===== config.mk =====
export PLATFORM = sky130hd
export DESIGN_NAME = uart_fifoed_recv
export DESIGN_NICKNAME = d
export VERILOG_FILES = /design/src/rtl/uart_pkg.sv /design/src/rtl/uart_rx_fifo.sv /design/src/rtl/uart_fifoed_recv.sv
export SDC_FILE = /design/constraint.sdc
export NUM_CORES = 1
export LEC_CHECK = 0
export CAP_MARGIN = 40
export CORE_AREA = 3 3 108 130
export DETAILED_ROUTE_END_ITERATION = 8
export DIE_AREA = 0 0 111 133
export PLACE_DENSITY = 0.76
export SKIP_LAST_GASP = 1
export SYNTH_ARGS = -nofsm -noshare
export SYNTH_HDL_FRONTEND = slang
export SYNTH_SLANG_ARGS = --single-unit

===== constraint.sdc =====
create_clock -name clk_100MHz -period 4.9 [get_ports clk_100MHz]
set_input_delay 0.735 -clock clk_100MHz [delete_from_list [all_inputs] [get_ports clk_100MHz]]
set_output_delay 0.735 -clock clk_100MHz [all_outputs]
set_load 0.01 [all_outputs]

===== src/rtl/uart_pkg.sv =====
// Shared UART constants and receiver/transmitter state encodings.
package uart_pkg;

  localparam int unsigned CLKS_PER_BIT = 868;
  localparam int unsigned HALF_BIT     = CLKS_PER_BIT / 2;
  localparam int unsigned DATA_W       = 8;

  typedef enum logic [2:0] {
    IDLE  = 3'd0,
    START = 3'd1,
    DATA  = 3'd2,
    STOP  = 3'd3,
    BRK   = 3'd4
  } uart_state_e;

endpackage


===== src/rtl/uart_rx_fifo.sv =====
// Synchronous first-word-fall-through FIFO on a register array.
// A pop when full frees the slot the simultaneous push lands in.
module uart_rx_fifo #(
  parameter int unsigned DEPTH  = 16,
  parameter int unsigned ADDR_W = 4,
  parameter int unsigned DATA_W = 8
) (
  input  logic              clk,
  input  logic              reset,
  input  logic              push,
  input  logic              pop,
  input  logic [DATA_W-1:0] din,
  output logic [DATA_W-1:0] dout,
  output logic              empty,
  output logic              full,
  output logic [ADDR_W:0]   count
);

  logic [DATA_W-1:0] mem_q [DEPTH];
  logic [DATA_W-1:0] mem_d [DEPTH];
  logic [ADDR_W-1:0] wr_ptr_q, wr_ptr_d;
  logic [ADDR_W-1:0] rd_ptr_q, rd_ptr_d;
  logic [ADDR_W:0]   count_q, count_d;
  logic              do_push, do_pop;

  assign empty = (count_q == '0);
  assign full  = (count_q == (ADDR_W+1)'(DEPTH));
  assign count = count_q;
  assign dout  = mem_q[rd_ptr_q];

  assign do_pop  = pop && !empty;
  assign do_push = push && (!full || do_pop);

  always_comb begin
    mem_d    = mem_q;
    wr_ptr_d = wr_ptr_q;
    rd_ptr_d = rd_ptr_q;
    count_d  = count_q;
    if (do_push) begin
      mem_d[wr_ptr_q] = din;
      wr_ptr_d        = wr_ptr_q + ADDR_W'(1);
    end
    if (do_pop) begin
      rd_ptr_d = rd_ptr_q + ADDR_W'(1);
    end
    case ({do_push, do_pop})
      2'b10:   count_d = count_q + (ADDR_W+1)'(1);
      2'b01:   count_d = count_q - (ADDR_W+1)'(1);
      default: count_d = count_q;
    endcase
  end

  always_ff @(posedge clk) begin
    if (reset) begin
      mem_q    <= '{default: '0};
      wr_ptr_q <= '0;
      rd_ptr_q <= '0;
      count_q  <= '0;
    end else begin
      mem_q    <= mem_d;
      wr_ptr_q <= wr_ptr_d;
      rd_ptr_q <= rd_ptr_d;
      count_q  <= count_d;
    end
  end

endmodule


===== src/rtl/uart_fifoed_recv.sv =====
// 8N1 UART receiver with centre-of-bit sampling feeding a FWFT receive FIFO.
// Flags framing errors (1-cycle pulse) and FIFO overrun (sticky until reset).
module uart_fifoed_recv #(
  parameter int unsigned CLKS_PER_BIT = uart_pkg::CLKS_PER_BIT,
  parameter int unsigned FIFO_DEPTH   = 16,
  parameter int unsigned ADDR_W       = 4
) (
  input  logic       clk_100MHz,
  input  logic       reset,
  input  logic       RX,
  input  logic       rd_en,
  output logic [7:0] dat,
  output logic       fifo_empty,
  output logic       fifo_full,
  output logic       frame_err,
  output logic       overrun
);

  import uart_pkg::*;

  localparam int unsigned HALF_CLKS = CLKS_PER_BIT / 2;
  localparam int unsigned CNT_W     = $clog2(CLKS_PER_BIT);

  uart_state_e      state_q, state_d;
  logic [CNT_W-1:0] cnt_q, cnt_d;
  logic [2:0]       bitn_q, bitn_d;
  logic [7:0]       shift_q, shift_d;
  logic             sync1_q, sync1_d;
  logic             rx_s_q, rx_s_d;
  logic             push_q, push_d;
  logic             frame_err_q, frame_err_d;
  logic             overrun_q, overrun_d;
  logic [ADDR_W:0]  fifo_count;
  logic             fifo_at_cap;

  assign frame_err   = frame_err_q;
  assign overrun     = overrun_q;
  assign fifo_at_cap = (fifo_count == (ADDR_W+1)'(FIFO_DEPTH));

  // Bit-timing FSM; decisions are taken only on the synchronised line rx_s.
  always_comb begin
    state_d     = state_q;
    cnt_d       = cnt_q;
    bitn_d      = bitn_q;
    shift_d     = shift_q;
    sync1_d     = RX;
    rx_s_d      = sync1_q;
    push_d      = 1'b0;
    frame_err_d = 1'b0;
    // A push into a full FIFO is dropped unless a pop frees a slot that cycle.
    overrun_d   = overrun_q | (push_q & fifo_at_cap & ~rd_en);

    case (state_q)
      IDLE: begin
        if (!rx_s_q) begin
          state_d = START;
          cnt_d   = CNT_W'(HALF_CLKS - 1);
        end
      end
      START: begin
        if (cnt_q == '0) begin
          if (!rx_s_q) begin
            state_d = DATA;
            cnt_d   = CNT_W'(CLKS_PER_BIT - 1);
            bitn_d  = 3'd0;
          end else begin
            state_d = IDLE;
          end
        end else begin
          cnt_d = cnt_q - CNT_W'(1);
        end
      end
      DATA: begin
        if (cnt_q == '0) begin
          shift_d = {rx_s_q, shift_q[7:1]};
          cnt_d   = CNT_W'(CLKS_PER_BIT - 1);
          if (bitn_q == 3'd7) state_d = STOP;
          else                bitn_d  = bitn_q + 3'd1;
        end else begin
          cnt_d = cnt_q - CNT_W'(1);
        end
      end
      STOP: begin
        if (cnt_q == '0) begin
          if (rx_s_q) begin
            push_d  = 1'b1;
            state_d = IDLE;
          end else begin
            frame_err_d = 1'b1;
            state_d     = BRK;
          end
        end else begin
          cnt_d = cnt_q - CNT_W'(1);
        end
      end
      BRK: begin
        if (rx_s_q) state_d = IDLE;
      end
      default: state_d = IDLE;
    endcase
  end

  always_ff @(posedge clk_100MHz) begin
    if (reset) begin
      state_q     <= IDLE;
      cnt_q       <= '0;
      bitn_q      <= '0;
      shift_q     <= '0;
      sync1_q     <= 1'b1;
      rx_s_q      <= 1'b1;
      push_q      <= 1'b0;
      frame_err_q <= 1'b0;
      overrun_q   <= 1'b0;
    end else begin
      state_q     <= state_d;
      cnt_q       <= cnt_d;
      bitn_q      <= bitn_d;
      shift_q     <= shift_d;
      sync1_q     <= sync1_d;
      rx_s_q      <= rx_s_d;
      push_q      <= push_d;
      frame_err_q <= frame_err_d;
      overrun_q   <= overrun_d;
    end
  end

  uart_rx_fifo #(
    .DEPTH  (FIFO_DEPTH),
    .ADDR_W (ADDR_W),
    .DATA_W (8)
  ) u_fifo (
    .clk   (clk_100MHz),
    .reset (reset),
    .push  (push_q),
    .pop   (rd_en),
    .din   (shift_q),
    .dout  (dat),
    .empty (fifo_empty),
    .full  (fifo_full),
    .count (fifo_count)
  );

endmodule


* Yosys cells after proc, flatten, opt, wreduce, memory -nomap -nowiden
Index checks and enable logic that the tools add are counted.
Operators by class: bitwise gates (word level) 8, add/sub/neg operators 6, eq/ne operators 18, mux-type cells 29, divide/modulo/power cells 0, multiply operators 0, $lt $le $gt $ge 3, shifts and indexed selects 0, reduce and logical (&&, ||, !) cells 17
Operators with widths (count):
- $bwmux 128 | 1
- $mux 10 | 5
- $pmux 10 s4 | 1
- $mux 3 | 11
- $bmux 8 s4 | 1
- $demux 8 s4 | 1
- $mux 8 | 3
- $ne 2x2->1 const B | 9
- $pmux 3 s5 | 1
- $ge 5x5->1 const B | 2
- $logic_not 10->1 | 1
- $not 4->5 | 2
- $pmux 5 s2 | 1
- $sub 10x1->10 const B | 1
- $add 4x1->4 const B | 2
- $eq 3x2->1 const B | 2
- $eq 3x3->1 const B | 2
- $pmux 3 s2 | 1
- $reduce_and 6->1 | 1
- $add 5x1->5 const B | 1
- $eq 5x5->1 const B | 1
- $logic_not 5->1 | 1
- $lt 5x1->1 const B | 1
- $reduce_and 5->1 | 1
- 20 further kinds | 28
Storage, ports and cells: bits in read-only memories 0, register bits 170, input port bits 4, memories kept 0, output and inout bits 12, bits in writable memories 0, latch bits 0

* Longest topological paths before layout
word-level depth 7, gate-level depth with buffers 12

* By module
From an unflattened synthesis, not the netlist that was laid out.
Second synthesis, totals: cell total of the unflattened synthesis 806, area, all modules 8272.9 µm²
Modules (own cells, without submodules):
- uart_rx_fifo | times used 1, area an instance 6581.3 µm², cells each 612
- uart_fifoed_recv | times used 1, area an instance 1691.6 µm², cells each 194

* Least setup slack after synthesis
Ideal clock, no wire load.
path type reg2reg, start reg u_fifo.count_q[0] (netlist: u_fifo.count[0]), end reg u_fifo.count_q[4] (netlist: u_fifo.count[4]), cell stages (with the launch flop) 13, period minus slack after synthesis 3350 ps, arrival 3230 ps, setup slack 1550 ps, required time 4779 ps, path through dfxtp_1 > or4_1 > nor3_1 > nand2b_1 > clkbuf_1 > ha_1 > inv_1 > fa_1 > nor2b_1 > o21ai_0 > nand3_1 > or3b_2 > mux2_2
Between the ends: longest elaborated chain between the ends 7, elaborated cells on any way between the ends 13, classes of those cells 2 x add/sub; 3 x eq/ne; 1 x mux; 7 x reduce/logical
Ends and longest elaborated chain:
- start, declared | line uart_rx_fifo.sv:23 | logic [ADDR_W:0] count_q, count_d;
- start signal, assigned | line uart_rx_fifo.sv:63 | count_q <= count_d;
- $logic_not 5->1 | line uart_rx_fifo.sv:26 | assign empty = (count_q == '0);
- $logic_not 1->1 | line uart_rx_fifo.sv:31 | assign do_pop = pop && !empty;
- $logic_and 1x1->1 | line uart_rx_fifo.sv:31
- $logic_or 1x1->1 | line uart_rx_fifo.sv:32 | assign do_push = push && (!full || do_pop);
- $logic_and 1x1->1 | line uart_rx_fifo.sv:32
- $eq 2x1->1 / $eq 2x2->1 (equally long branches) | line uart_rx_fifo.sv:46 | case ({do_push, do_pop})
- $pmux 5 s2 / $reduce_bool 2->1 (equally long branches)
Several ways; a longest one is shown, not always the timed one. A chain may end at the register's enable or synchronous reset.

* Final worst setup path
start reg u_fifo.rd_ptr_q[1], end out dat[6]
Between the ends: longest elaborated chain between the ends 4
Ends and longest elaborated chain:
- start, declared | line uart_rx_fifo.sv:22 | logic [ADDR_W-1:0] rd_ptr_q, rd_ptr_d;
- start signal, assigned | line uart_rx_fifo.sv:62 | rd_ptr_q <= rd_ptr_d;
- $not 4->5 (implied by the code) | line uart_rx_fifo.sv:29 | assign dout = mem_q[rd_ptr_q];
- $bmux 8 s4 | line uart_rx_fifo.sv:29
- $mux 8 (implied by the code) (2 in series) | line uart_rx_fifo.sv:29
- end, declared | line uart_fifoed_recv.sv:12 | output logic [7:0] dat,
Every way passes these cells. The select of a mux whose other input is x is not followed.

==> results.txt <==
----------------------------------------------------
[Critical path]
  Arrival time at the worst endpoint ... ~2.8 ns
  Endpoint type of the worst setup path ... primary output
  Worst reg2reg endpoint ... u_fifo.count[4]
  Reg2reg setup slack ... between 1 and 1.5 ns
  Type of the worst setup path ... flop to primary output
  Sort of element at the start of the critical path ... flop
  R2R depth ... 12
  Required time of the critical path ... ~4.2 ns
  Worst reg2reg path startpoint ... u_fifo.count[0]
  Peak fanout along the critical path ... 10

[Yosys]
  Number of enable-type register cells in the synthesized netlist ... 0
  Portion of the post-synthesis area used by sequential elements ... 0.446
  Combinational family with the most area after synthesis ... simple AND/OR/NAND/NOR gates
  Proportion of synthesized flip-flops having asynchronous set or reset ... 0
  Commonest register cell after synthesis ... dfxtp_1
  Combined area of all synthesized cells ... 7640 µm²
  Share of synthesized area spent on multiplexers ... 0.135
  Xor/xnor share of the synthesized area ... 0.0103
  Count of distinct cell types in the synthesized netlist ... 45
  Register bit count reported by yosys ... 170
  Simple logic cell fraction of the synthesized area ... 0.225
  Average footprint of a synthesized cell ... 8.44 µm²
  Share of the synthesized area in compound gates (AO/OA/AOI/OAI) ... 0.121
  Synthesized instance count ... ~900
  Synthesized Nets ... about 920
  Post-synthesis adder-cell area fraction ... 0.0239
  Warning count from the yosys run ... 0

[Final layout]
  Sequential cell area in the final layout ... approximately 3400 µm²
  Most frequent cells in the layout ... nand2_1 (286), dfxtp_1 (169), a21oi_1 (144)
  Fraction of layout cells with a size suffix above 1 ... 0.103
  Commonest non-fill, non-tap cell in the layout ... nand2_1
  Multi-input gate area in the final layout ... between 3000 and 4000 µm²
  Antenna diode count ... 0
  Area Growth Syn to Fin ... 10.5%
  Final net count ... about 910
  Number of cells in the finished layout apart from fillers ... roughly 1100
  Number of filler cells placed in the layout ... about 1000

[Timing]
  Worst setup margin ... 1.32 ns
  Final number of hold-violating endpoints ... 0
  Setup repair after global routing missed its margin ... no
  Setup violations, final ... 0
  Worst max-slew margin expressed relative to the limit ... 0.374
  Highest Clock Rate ... ~280 MHz
  Final number of max-transition violations ... 0
  Shortest clock period the worst path allows after layout ... around 3.6 ns
  Fin crit share ... 0.730
  Slew @ Worst Pin ... 0.939 ns
  Clock skew after layout ... a little under 0.007 ns
  Setup TNS ... 0 ns

[Placed design]
  Placed Instances ... between 1000 and 1500
  Sum of net half-perimeters after detailed placement ... around 13000 µm
  Final weighted congestion in routability-driven placement ... 0.887
  # port buffers ... 15
  Setup WS pre-CTS ... 1.08 ns

[Routing]
  WL met3 ... between 1000 and 1500 µm
  Routed wire length per instance ... approximately 18 µm
  Total via count in the routed design ... ~6500
  Detailed router's first-iteration violation count ... slightly below 700
  Met2 WL post-DR ... around 9600 µm
  Residual antenna-violating net count after detailed routing ... 0
  Total DRC errors in the routed layout ... 0
  Post-route met1 wirelength ... ~7600 µm
  Average vias per placed instance ... slightly above 6
  Final wirelength ... around 19000 µm
  Top sig layer ... met4
  Drt first pass iters ... 5

[Power]
  Lkg Pwr ... about 2.8 nW
  Portion of total power attributed to the clock network ... 0.464
  Sequential fraction of design power ... 0.486
  Switching part of the total ... 0.219
  Net switching component of the power ... 634 µW
  Ratio of total power to cell area ... around 340 nW/µm²
  Internal power ... between 2 and 2.5 mW
  Power share of the combinational group ... 0.051
  Worst IR drop on VDD ... around 0.27 mV

[Min path]
  Classification of the worst-slack hold path ... flop to flop
  Startpoint of the most critical hold path ... rx_s_d
  Hold Crit Depth ... 1
  End of the worst hold path ... rx_s_q

[Clock tree]
  Clock tree from TritonCTS ... yes
  Post-CTS Setup Repair Bufs ... 0
  Longest Clk Path Bufs ... 2
  H-tree level count ... 4
  Cts hold-fix bufs ... 0
  Clock latency of the later-clocked register in the worst-skew pair ... approximately 0.43 ns
  Number of resized instances in the post-cts repair step ... 0
  CTS clock-pin slew for the worst setup and hold paths ... ~0.060 ns
  Sink count of the clock tree ... 170
  CTS Buf Count ... 17
  Master cell of the clock root buffer ... clkbuf_16

[Floorplanning]
  DIE HEIGHT ... 133 µm
  Placeable Area ... approximately 13000 µm²
  Site row count ... 45
  DIE AREA ... ~15000 µm²
  # IOs ... 16
  Starting utilization of the core area ... 0.598
  Horiz. Die Dim ... 111 µm

[Outcome]
  Outcome ... complete, no violations

[GRT]
  Total global routing track utilization ... 0.268
  Vias in the first global route ... 6276
  Initial antenna violation count ... 0
  Wire length of the first global-routing pass ... around 32000 µm
  Aggregate global routing overflow ... 0
  Maximum number of pins on one net before global-route repair ... 97

[Job]
  Maximum Capacitance Violations ... 0

----------------------------------------------------
state kept, by name, summed over array words and instances, names as in the netlist:
register         count
push_q               1
shift_q              8
frame_err            1
u_fifo.mem_q       128
u_fifo.rd_ptr_q      4
rx_s_d               1
u_fifo.wr_ptr_q      4
bitn_q               3
overrun              1
cnt_q               10
rx_s_q               1
u_fifo.count         5
state_q              3
worst max-delay path by stage:
stage	from	endpoint	slack, ns	cells past startpoint
5_1_grt	u_fifo.count[0]	u_fifo.count[4]	1.17	12
2_1_floorplan	u_fifo.count[0]	u_fifo.count[4]	1.55	12
3_3_place_gp	rd_en	u_fifo.count[4]	1.19	11
6_report	u_fifo.rd_ptr_q[1]	dat[6]	1.32	4
4_1_cts	u_fifo.rd_ptr_q[1]	dat[7]	1.31	4
3_5_place_dp	rd_en	u_fifo.count[4]	1.08	11
per-stage QoR:
stage	power [mW]	hold slack, ns	area (µm²)	utilization
4_1_cts	2.91	0.410	8440	0.660
2_1_floorplan	1.56	0.389	7640	-
3_5_place_dp	1.58	0.397	7850	0.614
5_1_grt	2.99	0.428	8440	0.660
6_report	2.90	0.408	8440	0.660
3_3_place_gp	1.58	0.398	7770	0.608
metal layers:
metal,track usage,up-vias
met5,0,-
met4,0.137,0
met3,0.0517,62
met2,0.450,253
met1,0.327,3075
li1,-,3063
logic make-up (layout without fill, tap and decap cells):
family	after synthesis	in the layout
and+or+nand+nor	410	410
buffers and inverters	76	74
muxes	53	53
DFF	170	170
xor gates and xnor gates	9	9
adders and majority gates	14	14
AOI/OAI and AO/OA	173	173
synth_stat cells, drive strengths merged, types with 5 or more instances:
master / count / area share
nand3: 12 / 0.0079
nor2: 47 / 0.023
nor2b: 6 / 0.0049
a31oi: 6 / 0.0049
a21oi: 144 / 0.094
o21ai: 7 / 0.0046
nand2: 286 / 0.14
dfxtp: 170 / 0.45
nand2b: 5 / 0.0041
xnor2: 5 / 0.0057
mux2i: 12 / 0.016
buf: 24 / 0.013
ha: 13 / 0.021
nor4: 7 / 0.0057
mux4: 40 / 0.12
nor3: 23 / 0.017
inv: 14 / 0.0069
clkbuf: 38 / 0.019
cell type report:
cell class,count,share of cell area
Multi-Input combinational cell,659,0.467
Sequential cell,170,0.404
Clock buffer,23,0.0555
Timing Repair Buffer,28,0.0291
Tap cell,164,0.0243
Clock inverter,9,0.0142
Inverter,14,0.00623
power by group through the flow:
| stage | Clock [mW] | Combinational, mW | Sequential (mW) |
|---|---|---|---|
| final | 1.34 | 0.147 | 1.41 |
| after global routing | 1.41 | 0.166 | 1.41 |
| after CTS | 1.36 | 0.145 | 1.41 |
| after detailed placement | 0 | 0.143 | 1.44 |
| after global placement | 0 | 0.139 | 1.44 |
| after floorplan | 0 | 0.130 | 1.43 |
critical path: stages (launching register included):
cell             delay [ns]
dfxtp_1                0.66
buf_8                  0.22
mux4_2                 0.55
mux4_2                 0.49
clkdlybuf4s50_1        0.49
Note: power is estimated with default switching activity, not from simulation.
